===== config.mk =====
export PLATFORM = sky130hd
export DESIGN_NAME = i2c_slave
export DESIGN_NICKNAME = d
export VERILOG_FILES = /design/src/rtl/i2c_pkg.sv /design/src/rtl/i2c_bus_sync.sv /design/src/rtl/i2c_slave.sv
export SDC_FILE = /design/constraint.sdc
export NUM_CORES = 1
export LEC_CHECK = 0
export ABC_CLOCK_PERIOD_IN_PS = 2200
export CAP_MARGIN = 40
export CORE_UTILIZATION = 54
export DETAILED_ROUTE_END_ITERATION = 12
export GPL_ROUTABILITY_DRIVEN = 0
export GPL_TIMING_DRIVEN = 0
export PLACE_DENSITY = 0.85
export SLEW_MARGIN = 15
export SYNTH_ARGS = -nofsm -noshare
export SYNTH_HDL_FRONTEND = slang
export SYNTH_SLANG_ARGS = --single-unit

===== constraint.sdc =====
create_clock -name clk -period 2.2 [get_ports clk]
set_input_delay 0.44 -clock clk [delete_from_list [all_inputs] [get_ports clk]]
set_output_delay 0.44 -clock clk [all_outputs]
set_load 0.1 [all_outputs]

===== src/rtl/i2c_pkg.sv =====
// Shared definitions for the I2C target and bus front end.
// Holds the state encoding, the ACK/NACK bus levels and the default address.
package i2c_pkg;

    localparam int unsigned STATE_W = 3;

    typedef enum logic [STATE_W-1:0] {
        StIdle,
        StAddr,
        StAddrAck,
        StRx,
        StRxAck,
        StTx,
        StTxAck,
        StWait
    } i2c_state_e;

    localparam logic I2C_ACK  = 1'b0;
    localparam logic I2C_NACK = 1'b1;

    localparam logic [6:0] I2C_DEFAULT_ADDR = 7'h50;

endpackage


===== src/rtl/i2c_bus_sync.sv =====
// SCL/SDA pad conditioning: 2-FF synchronisers, one history FF per line, and
// registered edge/START/STOP strobes aligned with the scl_s/sda_s levels.
module i2c_bus_sync (
    input  logic clk,
    input  logic rs,
    input  logic scl,
    input  logic sda,
    output logic scl_s,
    output logic sda_s,
    output logic scl_rise,
    output logic scl_fall,
    output logic start_det,
    output logic stop_det
);

    logic [1:0] scl_sync_q;
    logic [1:0] sda_sync_q;
    logic       scl_hist_q;
    logic       sda_hist_q;
    logic       scl_rise_q;
    logic       scl_fall_q;
    logic       start_q;
    logic       stop_q;

    // Sync stages reset to the idle (released) bus level so reset never makes an edge.
    always_ff @(posedge clk) begin
        if (!rs) begin
            scl_sync_q <= 2'b11;
            sda_sync_q <= 2'b11;
            scl_hist_q <= 1'b1;
            sda_hist_q <= 1'b1;
            scl_rise_q <= 1'b0;
            scl_fall_q <= 1'b0;
            start_q    <= 1'b0;
            stop_q     <= 1'b0;
        end else begin
            scl_sync_q <= {scl_sync_q[0], scl};
            sda_sync_q <= {sda_sync_q[0], sda};
            scl_hist_q <= scl_sync_q[1];
            sda_hist_q <= sda_sync_q[1];
            scl_rise_q <= scl_sync_q[1] & ~scl_hist_q;
            scl_fall_q <= ~scl_sync_q[1] & scl_hist_q;
            start_q    <= scl_sync_q[1] & scl_hist_q & ~sda_sync_q[1] & sda_hist_q;
            stop_q     <= scl_sync_q[1] & scl_hist_q & sda_sync_q[1] & ~sda_hist_q;
        end
    end

    // The history FFs hold the levels that match the registered strobes.
    assign scl_s     = scl_hist_q;
    assign sda_s     = sda_hist_q;
    assign scl_rise  = scl_rise_q;
    assign scl_fall  = scl_fall_q;
    assign start_det = start_q;
    assign stop_det  = stop_q;

endmodule


===== src/rtl/i2c_slave.sv =====
// Clock-oversampled I2C target: address match, byte receive with ACK, and byte
// transmit with a tx_req/wr_master handshake to the local register logic.
module i2c_slave
    import i2c_pkg::*;
#(
    parameter logic [6:0] SLAVE_ADDR = I2C_DEFAULT_ADDR
) (
    input  logic       clk,
    input  logic       rs,
    input  logic       scl,
    input  logic       sda,
    output logic       c_sda,
    output logic [7:0] rd_master,
    output logic       rx_valid,
    input  logic [7:0] wr_master,
    output logic       tx_req,
    output logic       busy
);

    logic scl_s;
    logic sda_s;
    logic scl_rise;
    logic scl_fall;
    logic start_det;
    logic stop_det;

    i2c_bus_sync u_bus_sync (
        .clk       (clk),
        .rs        (rs),
        .scl       (scl),
        .sda       (sda),
        .scl_s     (scl_s),
        .sda_s     (sda_s),
        .scl_rise  (scl_rise),
        .scl_fall  (scl_fall),
        .start_det (start_det),
        .stop_det  (stop_det)
    );

    i2c_state_e state_q, state_d;
    logic [2:0] bit_cnt_q, bit_cnt_d;
    logic [7:0] shift_q, shift_d;
    logic       byte_done_q, byte_done_d;
    logic       rw_q, rw_d;
    logic       match_q, match_d;
    logic       c_sda_q, c_sda_d;
    logic       busy_q, busy_d;
    logic [7:0] rd_master_q, rd_master_d;
    logic       rx_valid_q, rx_valid_d;
    logic       tx_req_q, tx_req_d;

    logic [7:0] shift_in;
    logic       last_bit;
    logic       bit_fall;

    always_ff @(posedge clk) begin
        if (!rs) begin
            state_q     <= StIdle;
            bit_cnt_q   <= 3'd0;
            shift_q     <= 8'h00;
            byte_done_q <= 1'b0;
            rw_q        <= 1'b0;
            match_q     <= 1'b0;
            c_sda_q     <= I2C_NACK;
            busy_q      <= 1'b0;
            rd_master_q <= 8'h00;
            rx_valid_q  <= 1'b0;
            tx_req_q    <= 1'b0;
        end else begin
            state_q     <= state_d;
            bit_cnt_q   <= bit_cnt_d;
            shift_q     <= shift_d;
            byte_done_q <= byte_done_d;
            rw_q        <= rw_d;
            match_q     <= match_d;
            c_sda_q     <= c_sda_d;
            busy_q      <= busy_d;
            rd_master_q <= rd_master_d;
            rx_valid_q  <= rx_valid_d;
            tx_req_q    <= tx_req_d;
        end
    end

    // byte_done marks that 8 bits were clocked, so the following fall ends the byte.
    always_comb begin
        state_d     = state_q;
        bit_cnt_d   = bit_cnt_q;
        shift_d     = shift_q;
        byte_done_d = byte_done_q;
        rw_d        = rw_q;
        match_d     = match_q;
        c_sda_d     = c_sda_q;
        busy_d      = busy_q;
        rd_master_d = rd_master_q;
        rx_valid_d  = 1'b0;
        tx_req_d    = 1'b0;
        shift_in    = {shift_q[6:0], sda_s};
        last_bit    = (bit_cnt_q == 3'd7);
        bit_fall    = scl_fall & ~scl_s;

        if (stop_det) begin
            state_d     = StIdle;
            bit_cnt_d   = 3'd0;
            byte_done_d = 1'b0;
            c_sda_d     = I2C_NACK;
            busy_d      = 1'b0;
        end else if (start_det) begin
            state_d     = StAddr;
            bit_cnt_d   = 3'd0;
            byte_done_d = 1'b0;
            c_sda_d     = I2C_NACK;
        end else begin
            unique case (state_q)
                StIdle, StWait: begin
                    c_sda_d = I2C_NACK;
                end
                StAddr: begin
                    if (scl_rise) begin
                        shift_d   = shift_in;
                        bit_cnt_d = bit_cnt_q + 3'd1;
                        if (last_bit) begin
                            byte_done_d = 1'b1;
                            rw_d        = sda_s;
                            match_d     = (shift_q[6:0] == SLAVE_ADDR);
                            tx_req_d    = (shift_q[6:0] == SLAVE_ADDR) && sda_s;
                        end
                    end else if (bit_fall && byte_done_q) begin
                        byte_done_d = 1'b0;
                        if (match_q) begin
                            state_d = StAddrAck;
                            c_sda_d = I2C_ACK;
                            busy_d  = 1'b1;
                        end else begin
                            state_d = StWait;
                            c_sda_d = I2C_NACK;
                            busy_d  = 1'b0;
                        end
                    end
                end
                StAddrAck: begin
                    if (bit_fall) begin
                        bit_cnt_d = 3'd0;
                        if (rw_q) begin
                            state_d = StTx;
                            shift_d = wr_master;
                            c_sda_d = wr_master[7];
                        end else begin
                            state_d = StRx;
                            c_sda_d = I2C_NACK;
                        end
                    end
                end
                StRx: begin
                    if (scl_rise) begin
                        shift_d   = shift_in;
                        bit_cnt_d = bit_cnt_q + 3'd1;
                        if (last_bit) begin
                            byte_done_d = 1'b1;
                            rd_master_d = shift_in;
                            rx_valid_d  = 1'b1;
                        end
                    end else if (bit_fall && byte_done_q) begin
                        byte_done_d = 1'b0;
                        state_d     = StRxAck;
                        c_sda_d     = I2C_ACK;
                    end
                end
                StRxAck: begin
                    if (bit_fall) begin
                        state_d   = StRx;
                        bit_cnt_d = 3'd0;
                        c_sda_d   = I2C_NACK;
                    end
                end
                StTx: begin
                    if (scl_rise) begin
                        bit_cnt_d = bit_cnt_q + 3'd1;
                        if (last_bit) begin
                            byte_done_d = 1'b1;
                        end
                    end else if (bit_fall) begin
                        if (byte_done_q) begin
                            byte_done_d = 1'b0;
                            state_d     = StTxAck;
                            c_sda_d     = I2C_NACK;
                        end else begin
                            shift_d = {shift_q[6:0], 1'b0};
                            c_sda_d = shift_q[6];
                        end
                    end
                end
                StTxAck: begin
                    // A fall here can only follow an ACKed rise; a NACK already left for StWait.
                    if (scl_rise) begin
                        if (sda_s == I2C_ACK) begin
                            tx_req_d = 1'b1;
                        end else begin
                            state_d = StWait;
                        end
                    end else if (bit_fall) begin
                        state_d   = StTx;
                        bit_cnt_d = 3'd0;
                        shift_d   = wr_master;
                        c_sda_d   = wr_master[7];
                    end
                end
                default: begin
                    state_d = StIdle;
                    c_sda_d = I2C_NACK;
                end
            endcase
        end
    end

    assign c_sda     = c_sda_q;
    assign rd_master = rd_master_q;
    assign rx_valid  = rx_valid_q;
    assign tx_req    = tx_req_q;
    assign busy      = busy_q;

endmodule


# Yosys cells after proc, flatten, opt, wreduce, memory -nomap -nowiden

Cells that the tools add are included.

Register bits: 38
Input bits: 12
Output and inout port bits: 12
Logic and storage cells: 156

$add $sub $neg: 1
Eq/ne operators: 39
Multiplexer cells: 55
Bitwise gates (word level): 17
Reductions and logical operators: 24

Operators by type and width:

| kind                                           | number |
|---|---|
| two-way mux 7 bit                              | 8 |
| two-way mux 3 bit                              | 17 |
| case mux 7 bit (4 select lines)                | 1 |
| != test 3 x 2 -> 1 bit (second input constant) | 9 |
| != test 2 bit (second input constant)          | 13 |
| two-way mux 1 bit                              | 24 |
| AND reduction 12 bit                           | 2 |
| case mux 3 bit (6 select lines)                | 1 |
| == test 3 bit (second input constant)          | 5 |
| AND reduction 11 bit                           | 1 |
| AND reduction 10 bit                           | 1 |
| AND reduction 5 bit                            | 2 |
| != test 3 bit (second input constant)          | 3 |
| inverter 1 bit                                 | 9 |
| case mux 3 bit (3 select lines)                | 1 |
| AND 1 bit                                      | 8 |
| OR reduction 2 bit                             | 4 |
| == test 7 bit (second input constant)          | 1 |
| case mux 1 bit (7 select lines)                | 1 |
| nonzero test 7 bit                             | 1 |
| == test 3 x 2 -> 1 bit (second input constant) | 2 |
| AND reduction 3 bit                            | 2 |
| nonzero test 6 bit                             | 1 |
| OR reduction 3 bit                             | 2 |
| 14 further kinds                               | 17 |

# Longest topological paths before layout

Gate-level depths: netlist of the first run.

Depth in word-level cells: 7
Depth in mapped cells: 7
Depth with buffers taken out: 5

# Hierarchy

Synthesis of the first run repeated with hierarchy kept, for this count alone.

Cells, all modules: 199
Area total of the unflattened synthesis: 1850.5 µm²

Modules (own cells, without submodules):

| module       | instances | cells each | area an instance (µm²) | sequential area each (µm²) |
|---|---|---|---|---|
| i2c_slave    | 1         | 177        | 1559.0                 | 560.5 |
| i2c_bus_sync | 1         | 22         | 291.5                  | 200.2 |

# Worst setup path before layout of the first run

Ideal clock, no wire load.

Kind: register to register
Start point: register state_q[0]
End point: register state_q[1]
Setup time: 70 ps
Arrival time: 1506 ps
Required time: 2130 ps
Slack: 624 ps
Stages on the path, launching flop included: 7
Path buffers: 1
Period minus slack after synthesis: 1576 ps
Path through: dfxtp_1 > buf_2 > nor2_1 > a32o_1 > a22o_1 > or4_1 > a21oi_1

Longest elaborated chain between the ends: 3
Elaborated cells on any way between the ends: 20
Classes of those cells: eq/ne: 17; mux: 1; reduce/logical: 2

Ends and longest elaborated chain:

| item                                                           | line             | text |
|---|---|---|
| from (decl)                                                    | i2c_slave.sv:40  | `i2c_state_e state_q, state_d;` |
| from (signal assigned)                                         | i2c_slave.sv:58  | `state_q <= StIdle;` |
| from (signal assigned)                                         | i2c_slave.sv:70  | `state_q <= state_d;` |
| == test 3 bit, or another cell as far along                    | i2c_slave.sv:113 | `unique case (state_q)` |
| != test 3 x 2 -> 1 bit (no line), or another cell as far along | n/a              |  |
| AND reduction 12 bit (no line)                                 | n/a              |  |

Several ways; a longest one is shown, not always the timed one.
A chain may end at the register's enable or synchronous reset.

# Final worst setup path of the first run

Start point: register c_sda_q, in the netlist c_sda
End point: output port c_sda

RTL lines:

| item                   | line            | text |
|---|---|---|
| from (decl)            | i2c_slave.sv:46 | `logic c_sda_q, c_sda_d;` |
| from (signal assigned) | i2c_slave.sv:76 | `c_sda_q <= c_sda_d;` |
| to (decl)              | i2c_slave.sv:12 | `output logic c_sda,` |

No word-level cell between the ends.

==> results of run 1 <==
worst max-delay path, stage by stage, from the launching register on:
cell	delay (ns)
dfxtp_1	0.36
clkdlybuf4s50_1	0.54
buf_8	0.21
state kept, by name, indices dropped and copies added (netlist names):
name and flops:
bit_cnt_q 3, busy 1, byte_done_q 1, c_sda 1
match_q 1, rd_master 8, rw_q 1, rx_valid 1
shift_q 7, state_q 3, tx_req 1, u_bus_sync.scl_fall 1
u_bus_sync.scl_rise 1, u_bus_sync.scl_s 1, u_bus_sync.scl_sync_q 2, u_bus_sync.sda_s 1
u_bus_sync.sda_sync_q 2, u_bus_sync.start_det 1, u_bus_sync.stop_det 1
logic make-up after synthesis:
logic type	Yosys count	share of synthesized area [%]
DFF	38	42.58
AOI/OAI and AO/OA	49	19.33
and+or+nand+nor	77	22.27
muxes	18	10.08
adders and majority gates	2	1.400
buffers and inverters	16	4.341
per-layer routing:
layer / up-vias / track usage [%]
met2: 64 / 41.41
met1: 798 / 34.24
met4: 0 / 8.970
met5: - / 0
met3: 7 / 6.769
li1: 819 / -
report_power, final:
group          total [mW]  internal [mW]  leakage (nW)  switching, mW
clock               0.628          0.385        0.0585          0.243
combinational       0.952          0.405         0.614          0.547
sequential          0.862          0.773         0.309         0.0886
total                2.44           1.56         0.981          0.879
synth_stat cells (2+ instances only):
cell,instances,share of area [%]
a211oi_1,2,0.84
a311oi_1,7,3.4
and4b_1,2,1.1
nand3_1,5,1.4
nor2_1,26,5.5
inv_1,2,0.42
ha_1,2,1.4
dfxtp_1,38,43
buf_2,5,1.4
o21ai_0,5,1.4
nand2b_1,13,4.6
o31ai_1,3,1.3
nor2b_1,3,1.1
mux2i_1,18,10
a21oi_1,16,4.5
nor4_1,2,0.70
o21a_1,2,0.84
nand2_1,11,2.3
nor3_1,3,0.84
clkbuf_1,6,1.3
nand4_1,3,1.1
nor3b_1,2,0.84
final cells by class:
cell class / instances / area [um^2] / share of cell area (%)
Buffer: 13 / 66.31 / 2.818
Clock inverter: 2 / 60.06 / 2.552
Sequential cell: 38 / 760.7 / 32.32
Tap cell: 44 / 55.05 / 2.339
Timing Repair Buffer: 34 / 400.4 / 17.01
Inverter: 3 / 11.26 / 0.4785
Multi-Input combinational cell: 146 / 948.4 / 40.30
Clock buffer: 6 / 51.30 / 2.180
per-stage QoR:
stage	cell area, um^2	total power [mW]	utilization [%]	hold WS [ns]	setup WS (ns)
after floorplan	1787	1.595	-	0.3863	0.6242
after global placement	2062	1.778	66.45	0.3898	0.3057
after detailed placement	2242	1.800	72.26	0.3924	0.4363
after CTS	2354	2.425	75.85	0.4202	0.2949
after global routing	2354	2.578	75.85	0.4306	0.2240
final	2354	2.442	75.85	0.4174	0.2913
worst max path at each step:
| stage | start | end | slack (ns) | cells past startpoint |
|---|---|---|---|---|
| floorplan | state_q[0] | state_q[1] | 0.62 | 6 |
| global placement | rd_master[6] | rd_master[6] | 0.31 | 1 |
| detailed placement | state_q[0] | shift_q[1] | 0.44 | 5 |
| CTS | c_sda | c_sda | 0.29 | 2 |
| global route | state_q[0] | bit_cnt_q[0] | 0.22 | 6 |
| finish | c_sda | c_sda | 0.29 | 2 |
==> impl_metrics.tcl, run 1 <==
set metrics [dict create \
    cp-start-kind "register" \
    vdd_drop_max_mv 0.8095 \
    skew_ns 0.01533 \
    synth_nets 214 \
    core_area_um2 3103 \
    endpoint_kind "output pin" \
    fin_crit_sh_pct 86.76 \
    synth-edff-count 0 \
    synth_area_um2 1787 \
    hold_path.startpoint "rs" \
    slew-limit-headroom_pct 57.19 \
    die_h_um 59.52 \
    status "finished clean" \
    cts_setup_buffers 0 \
    r2r_slack_ns 0.36 \
    ys_seq_elements 38 \
    drt-pass1-iter-count 6 \
    viasPerCell 5.902 \
    cts_tree "done" \
    r2r-end "bit_cnt_q[0]" \
    die_w_um 59.52 \
    r2r_start "state_q[0]" \
    cts_num_sinks 38 \
    wl_met2_um 2039 \
    final_cell_mix "dfxtp_1, nor2_1, clkdlybuf4s50_1" \
    syn_area_per_cell_um2 8.934 \
    clkTransAtPathRegs_ns 0.12 \
    port_buffers 22 \
    numCtsBuffers 5 \
    place_hpwl_um 3051 \
    nets 255 \
    cp.required_ns 1.76 \
    power.leakage_nw 0.9813 \
    diodes 0 \
    final_layout_size_suffix_gt1_share_pct 13.64 \
    dp_cells 278 \
    hold_violations 0 \
    synthCells 200 \
    cts.hold.buffers_added 0 \
    areaGrowthSynthToFinish_pct 31.72 \
    drt_iter0_drc 142 \
    grt_pass1_wl_um 6824 \
    yosys_warnings 0 \
    tightest_slew_ns 0.6322 \
    fp-row-count 20 \
    antenna_found_initial 0 \
    fmax_mhz 523.9 \
    postSynth.asyncResetShare_pct 0 \
    drc 0 \
    wl_met3_um 279 \
    grt-ovfl-total 0 \
    grt_max_degree 13 \
    clk_latency_ns 0.36 \
    rsz0062_at_grt "false" \
    htreeDepth 2 \
    setup_viol 0 \
    maxCapViolCount 0 \
    cp.arrival_ns 1.47 \
    ant_nets 0 \
    layout_commonest_cell "dfxtp_1" \
    ys_seq_area_share_pct 42.58 \
    ctsResizeCount 0 \
    min_path_cells 2 \
    hold_class "in2reg" \
    synth_ff_type "dfxtp_1" \
    io_pins 24 \
    wl_per_cell_um 14.93 \
    dieArea_um2 3543 \
    clock-root-buffer "clkbuf_4" \
    highest_layer "met4" \
    maxSlewViolCount 0 \
    grt_pass1_vias 1457 \
    vias 1688 \
    finalCriticalPeriod_ns 1.909 \
    fill_cells 238 \
    yosysUniqueCellTypes 46 \
    crit_fanout 2 \
    start_util_pct 57.58 \
    fin_setup_tns_ns 0 \
    drt-met1-wl_um 1875 \
    critical_path_class "reg2out" \
    p_per_area_nw_per_um2 1037 \
    grt_use_total_pct 26.04 \
    fin_cells 286 \
    wl_um 4270 \
    clk_path_buf_depth 2 \
    hold_end "u_bus_sync.sda_sync_q[1]" \
    reg2reg_depth 6 \
]
Note: power is estimated with default switching activity, not from simulation.
==> run 2, diff against run 1 <==
--- a/config.mk
+++ b/config.mk
@@ -5,9 +5,11 @@
 export SDC_FILE = /design/constraint.sdc
 export NUM_CORES = 1
 export LEC_CHECK = 0
+export ABC_AREA = 1
 export ABC_CLOCK_PERIOD_IN_PS = 2200
 export CAP_MARGIN = 40
 export CORE_UTILIZATION = 54
+export CTS_CLUSTER_DIAMETER = 60
 export DETAILED_ROUTE_END_ITERATION = 12
 export GPL_ROUTABILITY_DRIVEN = 0
 export GPL_TIMING_DRIVEN = 0
==> impl_metrics.tcl, run 2 <==
set metrics [dict create \
    status "finished clean" \
    clock-root-buffer "clkbuf_4" \
    drt_iter0_drc 195 \
    fin_crit_sh_pct 88.95 \
    grt-ovfl-total 0 \
    synth_xor_area_share_pct 0 \
    wl_met2_um 2192 \
    cell_internal_pwr_mw 1.561 \
    ctsResizeCount 0 \
    tightest_slew_ns 0.5669 \
    vdd_drop_max_mv 0.6355 \
    viasPerCell 5.289 \
    synth_top_area_share_pct 42.88 \
    areaGrowthSynthToFinish_pct 32.51 \
    cts_tree "done" \
    grt_pass1_vias 1656 \
    p_per_area_nw_per_um2 1094 \
    synth_fa_ha_area_share_pct 1.410 \
    drt-met1-wl_um 1818 \
    drc 0 \
    highest_layer "met4" \
    hold_violations 0 \
    antenna_found_initial 0 \
    maxSlewViolCount 0 \
    wl_met3_um 305 \
    cp_cell_sequence "ha_1, ha_1, inv_1, nor3_1, nand2_1, inv_1, buf_2, o21ai_0, a21oi_1" \
    ys_seq_area_share_pct 42.88 \
    clk_path_buf_depth 2 \
    final_cell_area_um2 2351 \
    final_layout_size_suffix_gt1_share_pct 13.04 \
    numCtsBuffers 5 \
    vias 1814 \
    dieArea_um2 3519 \
    slew-limit-headroom_pct 61.86 \
    endpoint_kind "register" \
    ys_seq_elements 38 \
    setup_viol 0 \
    yosys.cell_count.top_type "nand2_1" \
    fin_setup_tns_ns 0 \
    layout_commonest_cell "nand2_1" \
    whs_ns 0.4314 \
    crit_fanout 10 \
    rsz0062_at_grt "false" \
    core_area_um2 3078 \
    wl_um 4390 \
    muxShareOfSynthArea_pct 0 \
    grt_pass1_wl_um 7314 \
    ant_nets 0 \
    dpl_cell_area_um2 2240 \
    critical_path_class "reg2reg" \
    htreeDepth 2 \
    nets 312 \
    swShare_pct 39.31 \
    synthCells 256 \
    synth_top_cell_by_area "dfxtp_1" \
    yosys.area_share.simple_pct 33.71 \
    cp-start-kind "register" \
    skew_ns 0.005387 \
    p_clk_share_pct 24.0 \
    clk_latency_ns 0.34 \
    yosys_warnings 0 \
    path_delay_family "buffers and inverters" \
    synth_area_um2 1774 \
    wl_per_cell_um 12.80 \
    fmax_mhz 511.0 \
    final_cell_mix "nand2_1, nor2_1, dfxtp_1" \
    drt-pass1-iter-count 5 \
    grt_use_total_pct 28.02 \
    cts_setup_buffers 0 \
    port_buffers 23 \
    seqPwrFrac_pct 33.1 \
    synth-edff-count 0 \
    fp-row-count 20 \
    synth_ff_type "dfxtp_1" \
    finalCriticalPeriod_ns 1.957 \
    diodes 0 \
    start_util_pct 57.64 \
    largest_reg_flops 8 \
    cp_slowest_cell "dfxtp_1" \
    clkTransAtPathRegs_ns 0.12 \
    yosys-top-cells-area "dfxtp_1, nand2_1, nor2_1" \
    yosysUniqueCellTypes 27 \
    syn_area_per_cell_um2 6.930 \
    postSynth.asyncResetShare_pct 0 \
    synth_common_cells "nand2_1, nor2_1, dfxtp_1" \
    io_pins 24 \
    die_w_um 59.32 \
    switchingPower_mw 1.011 \
    synth_top_family_by_area "simple AND/OR/NAND/NOR gates" \
    cts.hold.buffers_added 0 \
    critPathBufInv 3 \
    cp.arrival_ns 2.23 \
    cp.required_ns 2.47 \
    maxCapViolCount 0 \
    place_hpwl_um 3278 \
    die_h_um 59.32 \
    power.leakage_nw 1.034 \
    synth-compound-area-share_pct 14.17 \
    p_comb_share_pct 42.9 \
    cts_num_sinks 38 \
    hold_class "reg2reg" \
    critical_path.max_stage_delay_ns 0.38 \
    synth_nets 270 \
    grt_max_degree 13 \
]
-- run 2: area by class of cell --
type,count,area [um^2]
Multi-Input combinational cell,185,874.6
Sequential cell,38,760.7
Fill cell,231,726.9
Timing Repair Buffer,35,410.4
Inverter,26,97.59
Clock inverter,2,60.06
Tap cell,44,55.05
Clock buffer,6,51.30
Buffer,7,41.29
-- run 2: kinds of logic (layout without fill, tap and decap cells) --
| logic type | Yosys count | count (layout) |
|---|---|---|
| compound gates | 46 | 46 |
| simple gates | 137 | 137 |
| flops | 38 | 38 |
| fa+ha+maj | 2 | 2 |
| buf+inv | 33 | 76 |
-- run 2: power by group through the flow --
stage               Sequential (mW)  Combinational [mW]  Clock (mW)
detailed placement            0.864                1.09           0
finish                        0.850                1.10       0.617
floorplan                     0.913               0.783           0
global route                  0.861                1.25       0.658
global placement              0.860                1.03           0
CTS                           0.849                1.09       0.622
-- run 2: routing by layer --
| layer | global-route usage, % | vias to the layer above |
|---|---|---|
| met2 | 46.07 | 89 |
| met3 | 5.895 | 8 |
| li1 | - | 916 |
| met4 | 13.95 | 0 |
| met1 | 34.62 | 801 |
| met5 | 0 | - |
-- run 2: through the flow --
stage | setup slack, ns | std cells | util, % | power (mW)
global route | 0.05445 | 343 | 76.38 | 2.771
global placement | 0.2955 | 323 | 66.91 | 1.894
CTS | 0.2804 | 343 | 76.38 | 2.563
floorplan | 0.6603 | 256 | - | 1.696
finish | 0.2431 | 343 | 76.38 | 2.571
detailed placement | 0.2630 | 335 | 72.76 | 1.949
-- run 2: path summary, 6_finish.rpt --
check | from | end | slack, ns | depth (start not counted)
worst min-delay path | u_bus_sync.scl_sync_q[0] | u_bus_sync.scl_sync_q[1] | 0.43 | 1
worst max-delay path | bit_cnt_q[0] | rd_master[2] | 0.24 | 9
worst max register to register | bit_cnt_q[0] | rd_master[2] | 0.24 | 9
worst min register to register | u_bus_sync.scl_sync_q[0] | u_bus_sync.scl_sync_q[1] | 0.43 | 1
-- run 2: worst register-to-register path: stages, from the launching register on --
cell and delay (ns):
dfxtp_1 0.38, ha_1 0.17, ha_1 0.17, inv_1 0.07, nor3_1 0.27, nand2_1 0.19, inv_1 0.16, buf_2 0.23
o21ai_0 0.10, a21oi_1 0.15
==> RTL edit 1, RTL diff (settings of run 1) <==
The package constant `STATE_W` goes from 3 to 5.
--- a/src/rtl/i2c_pkg.sv
+++ b/src/rtl/i2c_pkg.sv
@@ -2,7 +2,7 @@
 // Holds the state encoding, the ACK/NACK bus levels and the default address.
 package i2c_pkg;
 
-    localparam int unsigned STATE_W = 3;
+    localparam int unsigned STATE_W = 5;
 
     typedef enum logic [STATE_W-1:0] {
         StIdle,
Check against the original RTL: same outputs for any inputs over 10 cycles, from zero or initial values; that may be too few to reach the edited logic, so the function may still have changed.
==> RTL edit 1 against run 1 <==
  * Sequential cell count stayed put
  * Synthesized area rose by 4.1%
  * Final area rose by 2.3%
  * First-iteration DRC count decreased by 36%
  * Die area increased by 4.0%
  * Worst setup slack got worse by 0.021 ns
  * Wire length shrank 4.6%
  * Critical endpoint is now shift_q[0]$_SDFFE_PN0P_
Power is not compared: it rests on default switching activity, and its combinational part moved more than twofold at a synthesized area within 25%.
==> RTL edit 1: results (changes against run 1) <==
stage;metric;value;unit;change
global_route;global-route wire length before repair;6.88;mm;+0.81%
synthesis;register area share after synthesis;40.9;%;-1.7 points
synthesis;Post-Synthesis Cells;198;;-1.0%
routing;DRT Wirelength;4.07;mm;-4.6%
placement;dpl ws;0.348;ns;-0.0887 ns
pwr;Seq pwr share;55.7;%;
status;status;finished, final reports clean;;
final_layout;max FFs per register;8;;unchanged
routing;vias per cell;5.66;;-4.2%
placement;Post-DP Area;0.00233;mm^2;+3.7%
global_route;vias in the first global route;1501;;+3.0%
routing;DR iter-0 viols;91;;-36%
worst_setup_path;CP max stage cell;nor3b_1;;
routing;router iterations before antenna repair;7;;+1
global_route;largest net degree at the start of global routing;14;;+1
synthesis;largest cells by area after synthesis;dfxtp_1 41%, mux2i_1 8.6%, nor2_1 3.8%;;
timing;Worst Skew;0.00880;ns;-0.00653 ns
synthesis;syn_nets;212;;-0.93%
pwr;Leakage;0.00105;uW;
clocking;TritonCTS buffer count;5;;unchanged
worst_setup_path;Worst path top cell family by delay;simple AND/OR/NAND/NOR gates;;
flow_run;Max-Cap Viols;0;;unchanged
final_layout;Filler Cell Count;243;;+2.1%
min_path;hold crit path type;reg2reg;;
pwr;sw frac;23.0;%;
global_route;GRT Total Usage;25.5;%;-0.57 points
worst_setup_path;CP Data Arrival Time;2.17;ns;+0.70 ns
pwr;combinational share of power;6.6;%;
final_layout;nets;254;;-0.39%
min_path;depth of the worst hold-timing path;1;;-1
placement;dpl cells;277;;-0.36%
worst_setup_path;Reg2Reg Depth;7;;+1
placement;detailed placement HPWL;3.02;mm;-0.96%
clocking;post-CTS setup buffer count;0;;unchanged
final_layout;multi-input logic area;990;um^2;+4.4%
clocking;H-tree levels;2;;unchanged
worst_setup_path;worst-path maximum fanout;10;;+8
final_layout;share of layout cells above drive strength 1;17.4;%;+3.8 points
clocking;worst-skew pair later-pin latency;0.34;ns;-0.02 ns
synthesis;Post-synth top cells;38 x dfxtp_1, 19 x nor2_1, 16 x mux2i_1;;
routing;vias;1612;;-4.5%
placement;Port Buffers;23;;+4.5%
timing;Slew HR;54.8;%;-2.4 points
[RTL edit 1: routing by layer]
| layer | vias to the layer above | global-route usage, % | wire (um) |
|---|---|---|---|
| met5 | - | 0 | 0 |
| met2 | 63 | 42.7 | 1990 |
| met4 | 0 | 10.1 | 61 |
| li1 | 789 | - | - |
| met3 | 8 | 7.04 | 233 |
| met1 | 752 | 31.0 | 1790 |
[RTL edit 1: worst paths after layout]
path,from,to,slack (ns)
hold / removal,u_bus_sync.scl_sync_q[0]$_SDFF_PN1_,u_bus_sync.scl_sync_q[1]$_SDFF_PN1_,0.42
setup / recovery,u_bus_sync.scl_rise$_SDFF_PN0_,shift_q[0]$_SDFFE_PN0P_,0.27
setup reg to reg,u_bus_sync.scl_rise$_SDFF_PN0_,shift_q[0]$_SDFFE_PN0P_,0.27
hold reg to reg,u_bus_sync.scl_sync_q[0]$_SDFF_PN1_,u_bus_sync.scl_sync_q[1]$_SDFF_PN1_,0.42
[RTL edit 1: cells by family after synthesis]
logic type / after synthesis / share of synthesized area [%]
mux: 17 / 9.21
simple gates: 74 / 23.3
compound gates: 48 / 18.8
buf+inv: 18 / 5.92
flops: 38 / 40.9
fa+ha+maj: 3 / 1.88
[RTL edit 1: final cells by class]
cell class	count	area share, %
Timing Repair Buffer	35	17.0
Multi-Input combinational cell	142	41.1
Sequential cell	38	31.6
Clock inverter	3	1.87
Tap cell	44	2.29
Inverter	5	0.779
Buffer	13	3.79
Clock buffer	5	1.56
[RTL edit 1: worst register-to-register path, stage by stage, from the launching register on]
cell	delay (ns)
dfxtp_1	0.33
buf_6	0.13
nor3b_1	0.55
a22o_1	0.29
o211a_4	0.19
buf_6	0.14
nand2_1	0.07
o211a_1	0.13
==> RTL edit 2, RTL diff (settings of run 1) <==
Without the edit above. Encoding of `i2c_state_e`: now one-hot (8 bits for 8 states).
--- a/src/rtl/i2c_pkg.sv
+++ b/src/rtl/i2c_pkg.sv
@@ -4,15 +4,15 @@
 
     localparam int unsigned STATE_W = 3;
 
-    typedef enum logic [STATE_W-1:0] {
-        StIdle,
-        StAddr,
-        StAddrAck,
-        StRx,
-        StRxAck,
-        StTx,
-        StTxAck,
-        StWait
+    typedef enum logic [7:0] {
+        StIdle    = 8'b00000001,
+        StAddr    = 8'b00000010,
+        StAddrAck = 8'b00000100,
+        StRx      = 8'b00001000,
+        StRxAck   = 8'b00010000,
+        StTx      = 8'b00100000,
+        StTxAck   = 8'b01000000,
+        StWait    = 8'b10000000
     } i2c_state_e;
 
     localparam logic I2C_ACK  = 1'b0;
Function: no difference found for any inputs over 10 cycles, from zero or initial values; not proved beyond that.
==> RTL edit 2 against run 1 <==
  * Non-clock buffer count increased by 6
  * Synthesized cell count is 11% higher
  * Worst setup slack worse by 0.20 ns
  * Worst hold slack about the same
  * Sequential cell count grew 5
  * Clock skew decreased by 0.0090 ns
  * Wire length rose by 20%
  * Final cell count is 12% higher
  * Final area rose by 17%
  * Highest routed layer unchanged
  * Largest cell class unchanged
  * First-iteration DRC count is 11% lower
  * Synthesized area up 15%
Power is not compared: it rests on default switching activity, and its combinational part moved more than twofold at a synthesized area within 25%.
==> RTL edit 2: results (changes against run 1) <==
stage;metric;value;unit;change
routing;DRT Wirelength;5.13;mm;+20%
clocking;clock slew at reported path FFs;0.09;ns;-0.03 ns
synthesis;largest cells by area after synthesis;dfxtp_1 42%, mux2i_1 9.8%, nor2_1 7.0%;;
clocking;clk sinks;43;;+13%
clocking;worst-skew pair later-pin latency;0.30;ns;-0.06 ns
synthesis;Yosys cell types;50;;+8.7%
worst_setup_path;R2R Setup Slk;0.09;ns;-0.27 ns
synthesis;post-synthesis average cell area;9.28;um^2;+3.9%
global_route;vias in the first global route;1817;;+25%
min_path;Worst Min Path Start;u_bus_sync.sda_sync_q[0]$_SDFF_PN1_;;
global_route;GRT Total Usage;26.4;%;+0.39 points
clocking;Root Driver;clkbuf_8;;
placement;detailed placement HPWL;3.48;mm;+14%
final_layout;nets;284;;+11%
status;status;finished, final reports clean;;
routing;router iterations before antenna repair;4;;-2
worst_setup_path;CP max stage cell;a211oi_4;;
placement;Port Buffers;23;;+4.5%
worst_setup_path;Worst Setup EP;state_q[0]$_SDFFE_PP1P_;;
worst_setup_path;worst-path maximum fanout;8;;+6
final_layout;share of layout cells above drive strength 1;20.3;%;+6.7 points
worst_setup_path;Worst path top cell family by delay;compound AO/OA/AOI/OAI gates;;
timing;Slew HR;65.5;%;+8.3 points
synthesis;Post-synth top cells;43 x dfxtp_1, 38 x nor2_1, 20 x mux2i_1;;
timing;Worst Skew;0.00631;ns;-0.00902 ns
placement;dpl cells;304;;+9.4%
routing;vias per cell;5.81;;-1.6%
global_route;global-route wire length before repair;8.20;mm;+20%
timing;setup ws final;0.0907;ns;-0.201 ns
synthesis;syn_nets;235;;+9.8%
routing;DR iter-0 viols;126;;-11%
global_route;largest net degree at the start of global routing;15;;+2
routing;WL met2;2.64;mm;+29%
placement;Post-DP Area;0.00252;mm^2;+13%
placement;dpl ws;-0.0481;ns;-0.484 ns
worst_setup_path;slowest stage delay, CP;0.42;ns;-0.12 ns
worst_setup_path;Reg2Reg Depth;8;;+2
min_path;hold crit path type;reg2reg;;
==> RTL edit 2: cell count changes in the layout (fill, tap and decap cells not counted), moves of 4 or more <==
cell,before,now
nand4b_1,0,4
buf_4,1,7
nor2_1,26,38
nand2b_1,13,9
clkbuf_8,1,6
a311oi_1,7,1
clkbuf_4,5,1
a211oi_2,0,4
a21oi_1,16,8
==> RTL edit 2: timing repair <==
item,4_1_cts,5_1_grt
buffers inserted,2,6
resized for setup,2,12
gates cloned,0,0
endpoints found under the setup margin,8,24
pin swaps,2,9
==> RTL edit 2: area by class of cell <==
class | instances | area [um^2]
tap | 48 | 60.1
inverter | 5 | 18.8
multi-input combinational | 162 | 1160
timing repair buffer | 43 | 483
sequential | 43 | 863
buffer | 10 | 61.3
clock buffer | 6 | 82.6
fill | 240 | 912
clock inverter | 2 | 16.3
==> RTL edit 2: kinds of logic after synthesis <==
family	Yosys count	synth area share (%)
AOI/OAI and AO/OA	39	15.2
xor gates and xnor gates	4	1.71
adders and majority gates	2	1.22
buffers and inverters	16	4.08
DFF	43	42.0
muxes	21	10.3
and+or+nand+nor	96	25.5
==> RTL edit 2: routing by layer <==
metal / global-route usage [%] / up-vias
li1: - / 890
met1: 31.0 / 870
met2: 44.7 / 80
met3: 5.07 / 12
met4: 14.8 / 0
met5: 0 / -
==> RTL edit 2: metrics by stage <==
step	hold WS, ns	total power (uW)	util [%]
3_5_place_dp	0.404	883	68.9
5_1_grt	0.456	1460	75.1
3_3_place_gp	0.389	881	64.0
4_1_cts	0.425	1410	72.3
6_report	0.417	1410	75.1
2_1_floorplan	0.386	851	-
